### config.mk
export PLATFORM = sky130hd
export DESIGN_NAME = inst_fetch_flat
export DESIGN_NICKNAME = d
export VERILOG_FILES = /design/src/rtl/inst_fetch_if.sv /design/src/rtl/inst_fetch.sv /design/src/flat_wrapper.sv
export SDC_FILE = /design/constraint.sdc
export NUM_CORES = 1
export LEC_CHECK = 0
export CAP_MARGIN = 20
export CORE_MARGIN = 4
export CORE_UTILIZATION = 35
export CTS_BUF_LIST = sky130_fd_sc_hd__clkbuf_8
export DETAILED_ROUTE_END_ITERATION = 6
export HOLD_SLACK_MARGIN = 0.08
export SLEW_MARGIN = 20
export SYNTH_ARGS = -nofsm -noshare
export SYNTH_HDL_FRONTEND = slang
export SYNTH_SLANG_ARGS = --single-unit
export TNS_END_PERCENT = 50
### constraint.sdc
create_clock -name clk -period 6.3 [get_ports clk]
set_input_delay 1.26 -clock clk [delete_from_list [all_inputs] [get_ports clk]]
set_output_delay 1.26 -clock clk [all_outputs]
set_load 0.005 [all_outputs]
### src/rtl/inst_fetch_if.sv
// rtl/inst_fetch_if.sv - fetch-stage bundle: PC update, imem read port and decode-side instruction stream.
interface inst_fetch_if #(
  parameter int CONTENT_SIZE = 16,
  parameter int INST_SIZE    = 32
);
  logic [CONTENT_SIZE-1:0] pc;
  logic                    pc_enable;
  logic [CONTENT_SIZE-1:0] next_pc;
  logic                    redirect_valid;
  logic [CONTENT_SIZE-1:0] redirect_pc;
  logic                    imem_req;
  logic [CONTENT_SIZE-1:0] imem_addr;
  logic                    imem_ack;
  logic [INST_SIZE-1:0]    imem_rdata;
  logic                    inst_valid;
  logic                    inst_ready;
  logic [INST_SIZE-1:0]    inst;
  logic [CONTENT_SIZE-1:0] inst_pc;

  modport master (
    input  pc, redirect_valid, redirect_pc, imem_ack, imem_rdata, inst_ready,
    output pc_enable, next_pc, imem_req, imem_addr, inst_valid, inst, inst_pc
  );

  modport slave (
    output pc, redirect_valid, redirect_pc, imem_ack, imem_rdata, inst_ready,
    input  pc_enable, next_pc, imem_req, imem_addr, inst_valid, inst, inst_pc
  );
endinterface

### src/rtl/inst_fetch.sv
// rtl/inst_fetch.sv - single-outstanding instruction fetch with 2-entry decode queue and PC redirect.
module inst_fetch #(
  parameter int CONTENT_SIZE = 16,
  parameter int INST_SIZE    = 32
) (
  input  logic         clk,
  input  logic         rst,
  inst_fetch_if.master bus
);
  typedef enum logic [1:0] {IDLE, WAIT, DROP} state_t;

  state_t                  state_q, state_d;
  logic [1:0]              count_q, count_d;
  logic                    head_q, head_d;
  logic                    imem_req_q, imem_req_d;
  logic [CONTENT_SIZE-1:0] imem_addr_q, imem_addr_d;
  logic [CONTENT_SIZE-1:0] qpc_q [2];
  logic [CONTENT_SIZE-1:0] qpc_d [2];
  logic [INST_SIZE-1:0]    qinst_q [2];
  logic [INST_SIZE-1:0]    qinst_d [2];

  logic push, pop, ack_wait, wr_slot;

  always_comb begin
    ack_wait = (state_q == WAIT) && bus.imem_ack;
    push     = ack_wait && !bus.redirect_valid;
    pop      = (count_q != 2'd0) && bus.inst_ready;
    wr_slot  = head_q ^ count_q[0];

    state_d     = state_q;
    imem_req_d  = imem_req_q;
    imem_addr_d = imem_addr_q;
    qpc_d       = qpc_q;
    qinst_d     = qinst_q;

    if (push) begin
      qpc_d[wr_slot]   = imem_addr_q;
      qinst_d[wr_slot] = bus.imem_rdata;
    end

    // A redirect flushes everything, overriding any same-cycle push or pop.
    if (bus.redirect_valid) begin
      count_d = 2'd0;
      head_d  = 1'b0;
    end else begin
      count_d = count_q + {1'b0, push} - {1'b0, pop};
      head_d  = head_q ^ pop;
    end

    case (state_q)
      IDLE: begin
        if (!bus.redirect_valid && (count_q < 2'd2)) begin
          state_d     = WAIT;
          imem_req_d  = 1'b1;
          imem_addr_d = bus.pc;
        end else begin
          imem_req_d = 1'b0;
        end
      end
      WAIT: begin
        if (bus.imem_ack) begin
          state_d    = IDLE;
          imem_req_d = 1'b0;
        end else if (bus.redirect_valid) begin
          state_d = DROP;
        end
      end
      DROP: begin
        if (bus.imem_ack) begin
          state_d    = IDLE;
          imem_req_d = 1'b0;
        end
      end
      default: begin
        state_d    = IDLE;
        imem_req_d = 1'b0;
      end
    endcase
  end

  always_ff @(posedge clk or negedge rst) begin
    if (!rst) begin
      state_q     <= IDLE;
      count_q     <= 2'd0;
      head_q      <= 1'b0;
      imem_req_q  <= 1'b0;
      imem_addr_q <= '0;
      for (int i = 0; i < 2; i++) begin
        qpc_q[i]   <= '0;
        qinst_q[i] <= '0;
      end
    end else begin
      state_q     <= state_d;
      count_q     <= count_d;
      head_q      <= head_d;
      imem_req_q  <= imem_req_d;
      imem_addr_q <= imem_addr_d;
      qpc_q       <= qpc_d;
      qinst_q     <= qinst_d;
    end
  end

  assign bus.imem_req   = imem_req_q;
  assign bus.imem_addr  = imem_addr_q;
  assign bus.inst_valid = (count_q != 2'd0);
  assign bus.inst       = qinst_q[head_q];
  assign bus.inst_pc    = qpc_q[head_q];

  // Gated by rst so the PC register never loads while the stage is held in reset.
  assign bus.pc_enable = rst && (bus.redirect_valid || push);
  assign bus.next_pc   = bus.redirect_valid ? bus.redirect_pc :
                         push               ? imem_addr_q + CONTENT_SIZE'(1) :
                                              bus.pc + CONTENT_SIZE'(1);
endmodule
### src/flat_wrapper.sv
// flat-port wrapper written by rule: the top's interface ports become plain ports
module inst_fetch_flat 
#(
  parameter int CONTENT_SIZE = 16,
  parameter int INST_SIZE    = 32
)
  (clk, rst, bus_pc, bus_redirect_valid, bus_redirect_pc, bus_imem_ack, bus_imem_rdata, bus_inst_ready, bus_pc_enable, bus_next_pc, bus_imem_req, bus_imem_addr, bus_inst_valid, bus_inst, bus_inst_pc);
  inst_fetch_if #(.CONTENT_SIZE(CONTENT_SIZE), .INST_SIZE(INST_SIZE)) bus_i ();
  input  logic clk;
  input  logic rst;
  input wire logic [$bits(bus_i.pc)-1:0] bus_pc;
  input wire logic [$bits(bus_i.redirect_valid)-1:0] bus_redirect_valid;
  input wire logic [$bits(bus_i.redirect_pc)-1:0] bus_redirect_pc;
  input wire logic [$bits(bus_i.imem_ack)-1:0] bus_imem_ack;
  input wire logic [$bits(bus_i.imem_rdata)-1:0] bus_imem_rdata;
  input wire logic [$bits(bus_i.inst_ready)-1:0] bus_inst_ready;
  output wire logic [$bits(bus_i.pc_enable)-1:0] bus_pc_enable;
  output wire logic [$bits(bus_i.next_pc)-1:0] bus_next_pc;
  output wire logic [$bits(bus_i.imem_req)-1:0] bus_imem_req;
  output wire logic [$bits(bus_i.imem_addr)-1:0] bus_imem_addr;
  output wire logic [$bits(bus_i.inst_valid)-1:0] bus_inst_valid;
  output wire logic [$bits(bus_i.inst)-1:0] bus_inst;
  output wire logic [$bits(bus_i.inst_pc)-1:0] bus_inst_pc;
  assign bus_i.pc = bus_pc;
  assign bus_i.redirect_valid = bus_redirect_valid;
  assign bus_i.redirect_pc = bus_redirect_pc;
  assign bus_i.imem_ack = bus_imem_ack;
  assign bus_i.imem_rdata = bus_imem_rdata;
  assign bus_i.inst_ready = bus_inst_ready;
  assign bus_pc_enable = bus_i.pc_enable;
  assign bus_next_pc = bus_i.next_pc;
  assign bus_imem_req = bus_i.imem_req;
  assign bus_imem_addr = bus_i.imem_addr;
  assign bus_inst_valid = bus_i.inst_valid;
  assign bus_inst = bus_i.inst;
  assign bus_inst_pc = bus_i.inst_pc;
  inst_fetch #(.CONTENT_SIZE(CONTENT_SIZE), .INST_SIZE(INST_SIZE)) u_core (.clk(clk), .rst(rst), .bus(bus_i));
endmodule
==> results.md, run 1 <==
- Starting Density: 35.75%
- Switch share: 30.48%
- Vias: 4287
- Maximum VDD drop: 208.8 uV
- Final GP Congestion: 0.8452
- 1st-iter DRT viols: 186
- Critical Path Source: bus_imem_ack
- # nets final: 698
- Max_cap viols: 0
- Post-route setup TNS: 0 ns
- Post-CTS sizing: 0
- Number of port buffers: 151
- Hold depth: 1
- Fmax: 170.7 MHz
- CTS Buf Count: 17
- Global-route wire length before repair: 25730 microns
- Die Span X: 138.1 microns
- P_sw: 1.143 mW
- Post-synthesis register bit count: 118
- Setup Fix Bufs, Post-CTS: 0
- Sequential area share after synthesis: 49.81%
- Crit path kind: in2out
- Rows: 47
- Root Driver: clkbuf_8
- DP Wirelength: 10930 microns
- Worst slew margin: 42.36%
- # diodes: 0
- Syn_area_per_cell: 12.53 sq um
- Worst-path clk slew: 0.07 ns
- WP data required: 5.04 ns
- Post-synth net total: 548
- Grt total ovfl: 0
- Synth cell types: 40
- Pre-antenna DRT Iters: 4
- Asr flop ratio synth: 100.0%
- Setup Skew: 0.01213 ns
- Final Core Density: 48.60%
- H-tree Lvls: 4
- Number of synthesis warnings: 0
- Mapped Cells: 473
- Final setup violation count: 0
- Fin crit period: 5.858 ns
- Die Ht: 138.1 microns
- Core ar.: 16580 sq um
- Pre-CTS WS: 0.4930 ns
- Sink Count: 118
- Io pins: 152
- Flop pwr share: 37.7%
- Layout cells sized above 1: 32.97%
- Tot GR Track Use: 16.68%
- Setup ws final: 0.4417 ns
- Worst Max-Slew Pin Slew: 0.8646 ns
- Most common cell after layout, fill and taps aside: mux2_2
- Logic gate share of total power: 44.2%
- Share of total power in the clock network: 18.1%
- RSZ-0062 raised after global routing: no
- Internal power: 2.607 mW
- Hold path startpoint: u_core.qpc_q[4]$_DFFE_PN0P_
- Worst skew pair latency: 0.42 ns
- Reg-to-reg startpoint: u_core.state_q[1]$_DFFE_PN0P_
- Mapped Area: 5928 sq um
- Wirelength, routed: 15480 microns
- Synth-to-Final Area Change: 35.94%
- Worst Hold Class: reg2reg
- Outcome: finished clean
- CTS tree: done
- Cts hold-fix bufs: 0
- DRC Markers: 0
- Final hold violation count: 0
- Antenna-violating nets left: 0
- Most frequent cells in the layout: 163 x mux2_2, 150 x clkdlybuf4s50_1, 117 x dfrtp_1
- Crit. End Element: output port
- Pleak: 3.347 nW
- Largest net degree at the start of global routing: 71
- Final period util: 92.99%
- Worst Path Arrival: 4.60 ns
- Post-synth EDFFs: 0
- R2R cell count: 7
- Startpoint types: input port
- Vias in the first global route: 4697
- Top_reg_cell synth: dfrtp_1
- Post-DR wirelength/cell: 18.12 microns
- WHS: 0.5029 ns
- Maximum clock path buffer count: 2
- PwrDens: 465.3 nW/um^2
- Vias per std cell: 5.020
- CP Max Fanout: 15
- Antenna violations before repair: 0
- Slew Limit Fails: 0
- Die area: 19080 sq um
## per-stage QoR
| step | power (mW) | instances | area [sq um] |
|---|---|---|---|
| after global routing | 4.026 | 854 | 8059 |
| after CTS | 3.817 | 854 | 8059 |
| after floorplan | 2.228 | 473 | 5928 |
| after global placement | 3.064 | 824 | 7666 |
| after detailed placement | 3.114 | 824 | 7666 |
| final | 3.750 | 854 | 8059 |
## layer usage
metal	share of wire (%)	global-route usage, %	wire length, microns	up-vias
met5	0	0	0	-
met4	1.3	5.148	207	0
met3	4.7	4.938	731	16
met2	50	27.47	7771	112
met1	44	21.29	6767	2163
li1	-	-	-	1996
## worst paths after layout
kind / to / slack (ns)
max in group asynchronous: u_core.head_q$_DFF_PN0_ / 4.00
min in group asynchronous: u_core.state_q[1]$_DFFE_PN0P_ / 0.86
setup / recovery: bus_next_pc[6] / 0.44
hold reg to reg: u_core.qpc_q[4]$_DFFE_PN0P_ / 0.50
hold / removal: u_core.qpc_q[4]$_DFFE_PN0P_ / 0.50
setup reg to reg: u_core.qinst_q[42]$_DFFE_PN0P_ / 3.20
## worst max-delay path, stage by stage
cell and delay (ns):
clkdlybuf4s50_1 0.59, nand3b_2 0.34, inv_2 0.35, nand2_1 0.10, nand2_1 0.08, ha_1 0.32
nand2_1 0.13, mux2i_1 0.36, nand4_1 0.18, xor2_1 0.17, a21oi_1 0.18, clkdlybuf4s50_1 0.53
## sequential cells by signal, indices dropped and copies added (netlist names)
signal                flops
u_core.qinst_q           64
u_core.state_q            2
u_core.bus.imem_addr     16
u_core.count_q            2
u_core.head_q             1
u_core.qpc_q             32
u_core.bus.imem_req       1
## logic make-up after synthesis
family | synth area share (%)
muxes | 32.65
DFF | 49.81
and+or+nand+nor | 7.007
AOI/OAI and AO/OA | 3.862
buffers and inverters | 2.301
xor gates and xnor gates | 3.103
adders and majority gates | 1.266
## area by class of cell
type,instances,area [sq um]
clock inverters,9,103.9
inverters,8,30.03
clock buffers,21,289.0
multi-input cells,321,2853
well taps,220,275.3
flip-flops and latches,118,2954
repair buffers,157,1554
fillers,1515,8524
## synthesized netlist by cell type, drive strengths merged, types with 2 or more instances
cell type | count | area (sq um)
inv | 8 | 30.03
dfrtp | 118 | 2953
and2 | 2 | 12.51
ha | 6 | 75.07
o22ai | 4 | 25.02
o221a | 2 | 22.52
o21ai | 18 | 90.08
buf | 14 | 61.31
nor2 | 12 | 45.04
nand2b | 2 | 12.51
mux2 | 163 | 1836
nand4 | 3 | 18.77
xnor2 | 12 | 105.1
nand2 | 27 | 101.4
nor4 | 3 | 18.77
mux2i | 10 | 100.1
clkbuf | 12 | 45.04
xor2 | 9 | 78.83
nor3 | 8 | 40.04
nand3 | 16 | 80.08
a21oi | 6 | 30.03
and3 | 2 | 12.51
nor2b | 2 | 12.51
## power groups by stage
| stage | logic (mW) | clock network [mW] | registers [mW] |
|---|---|---|---|
| finish | 1.66 | 0.680 | 1.41 |
| detailed placement | 1.68 | 0 | 1.43 |
| global placement | 1.66 | 0 | 1.40 |
| floorplan | 0.920 | 0 | 1.31 |
| CTS | 1.69 | 0.705 | 1.42 |
| global route | 1.81 | 0.749 | 1.47 |
Note: power is estimated with default switching activity, not from simulation.
==> run 2, diff against run 1 <==
--- a/config.mk
+++ b/config.mk
@@ -11,6 +11,7 @@
 export CTS_BUF_LIST = sky130_fd_sc_hd__clkbuf_8
 export DETAILED_ROUTE_END_ITERATION = 6
 export HOLD_SLACK_MARGIN = 0.08
+export SETUP_SLACK_MARGIN = 0.4
 export SLEW_MARGIN = 20
 export SYNTH_ARGS = -nofsm -noshare
 export SYNTH_HDL_FRONTEND = slang
==> run 2 against run 1 <==
Sequential cell count unchanged. Die area unchanged. Largest cell class unchanged. Critical path type unchanged. Register-to-register slack improved by 0.21 ns.
==> results.md, run 2 (same netlist as run 1, synthesis figures left out) <==
- Root Driver: clkbuf_8
- Flop pwr share: 37.7%
- Most frequent cells in the layout: 163 x mux2_2, 150 x clkdlybuf4s50_1, 117 x dfrtp_1
- Biggest register: u_core.qinst_q
- Worst skew pair latency: 0.42 ns
- Vias: 4282
- Most common cell after layout, fill and taps aside: mux2_2
- PwrDens: 465.0 nW/um^2
- Die Ht: 138.1 microns
- H-tree Lvls: 4
- Pleak: 3.357 nW
- Io pins: 152
- Pre-antenna DRT Iters: 4
- Largest net degree at the start of global routing: 71
- Crit path max-delay cell type: clkdlybuf4s50_1
- Tot GR Track Use: 16.68%
- Die area: 19080 sq um
- Worst Max-Slew Pin Slew: 0.8642 ns
- WP data required: 5.04 ns
- Storage element area: 2954 sq um
- Crit. End Element: output port
- Grt total ovfl: 0
- Global-route wire length before repair: 25730 microns
- Synth-to-Final Area Change: 36.11%
- RSZ-0062 raised after global routing: no
- CP Max Fanout: 15
- Worst-path clk slew: 0.07 ns
- Vias per std cell: 5.014
- Antenna violations before repair: 0
- Worst slew margin: 42.38%
- Worst Hold Class: reg2reg
- Pre-CTS WS: 0.4930 ns
- Max stage delay on crit path: 0.62 ns
- DRC Markers: 0
- # diodes: 0
- # nets final: 698
- Hold depth: 1
- CP Cell Sequence: clkdlybuf4s50_1, nand3b_4, clkinv_2, nand2_1, nand2_1, ha_1, nand2_1, mux2i_1, nand4_1, xor2_1, a21oi_1, clkdlybuf4s50_1
- Fmax: 176.3 MHz
- Startpoint types: input port
- Switch share: 30.49%
- P_sw: 1.144 mW
- Worst path buffer plus inverter count: 3
- Most frequent cell on the critical path: nand2_1
- Setup ws final: 0.6262 ns
- Wirelength, routed: 15470 microns
- Logic gate share of total power: 44.2%
- Core ar.: 16580 sq um
- Setup Fix Bufs, Post-CTS: 0
- Final period util: 90.06%
- Number of port buffers: 151
- Final hold violation count: 0
- CP top delay family: buffers and inverters
- Crit path kind: in2out
- Starting Density: 35.75%
- CTS Buf Count: 17
- Final setup violation count: 0
- Maximum VDD drop: 208.8 uV
- DP Wirelength: 10930 microns
- Sink Count: 118
- Antenna-violating nets left: 0
- Maximum clock path buffer count: 2
- Rows: 47
- Post-route setup TNS: 0 ns
- Slew Limit Fails: 0
- Fill cells: 1511
- Vias in the first global route: 4697
- Post-DR wirelength/cell: 18.11 microns
- CTS tree: done
- Share of total power in the clock network: 18.1%
- Fin crit period: 5.674 ns
- Max_cap viols: 0
- Outcome: finished clean
- Die Span X: 138.1 microns
- 1st-iter DRT viols: 170
- Layout cells sized above 1: 32.97%
- Critical path depth: 12
- Setup Skew: 0.01326 ns
- Internal power: 2.608 mW
- Worst Path Arrival: 4.41 ns
- R2R cell count: 7
- Final GP Congestion: 0.8452
- Multi-input gate area: 2861 sq um
- Max FFs per register: 64
-- run 2: cell type report --
type,instances,area share (%)
Sequential cell,118,36.61
Clock inverter,9,1.287
Timing Repair Buffer,157,19.26
Clock buffer,21,3.582
Inverter,8,0.3877
Tap cell,220,3.411
Multi-Input combinational cell,321,35.46
-- run 2: repair_timing --
| item | in CTS | in global routing |
|---|---|---|
| setup endpoints to repair | 0 | 4 |
| gates resized for setup | 0 | 2 |
| hold endpoints to repair | 0 | 0 |
| hold buffers | 0 | 0 |
-- run 2: worst paths after layout --
check / startpoint / end / slack [ns]
setup / recovery: bus_imem_ack / bus_next_pc[6] / 0.63
hold / removal: u_core.qpc_q[4]$_DFFE_PN0P_ / u_core.qpc_q[4]$_DFFE_PN0P_ / 0.50
setup reg to reg: u_core.state_q[1]$_DFFE_PN0P_ / u_core.qinst_q[42]$_DFFE_PN0P_ / 3.41
hold reg to reg: u_core.qpc_q[4]$_DFFE_PN0P_ / u_core.qpc_q[4]$_DFFE_PN0P_ / 0.50
max in group asynchronous: rst / u_core.head_q$_DFF_PN0_ / 4.00
min in group asynchronous: rst / u_core.state_q[1]$_DFFE_PN0P_ / 0.86
-- run 2: stage by stage --
step | hold WS, ns | instances | area, sq um | utilization, % | power (mW)
2_1_floorplan | 0.4750 | 473 | 5928 | - | 2.228
3_3_place_gp | 0.4834 | 824 | 7666 | 46.23 | 3.064
3_5_place_dp | 0.4899 | 824 | 7666 | 46.23 | 3.114
4_1_cts | 0.5078 | 854 | 8059 | 48.60 | 3.817
5_1_grt | 0.5148 | 854 | 8069 | 48.66 | 4.029
6_report | 0.5029 | 854 | 8069 | 48.66 | 3.752
-- run 2: power by group through the flow --
stage	clock network [mW]	logic (mW)	registers [mW]
floorplan	0	0.920	1.31
global placement	0	1.66	1.40
detailed placement	0	1.68	1.43
CTS	0.705	1.69	1.42
global route	0.749	1.81	1.47
finish	0.681	1.66	1.41
-- run 2: per-layer routing --
layer | share of wire, % | up-vias | GRT usage (%) | wire length [microns]
met5 | 0 | - | 0 | 0
met4 | 1.0 | 0 | 5.148 | 159
met3 | 4.9 | 12 | 4.938 | 763
met2 | 51 | 116 | 27.47 | 7855
met1 | 43 | 2158 | 21.29 | 6689
li1 | - | 1996 | - | -
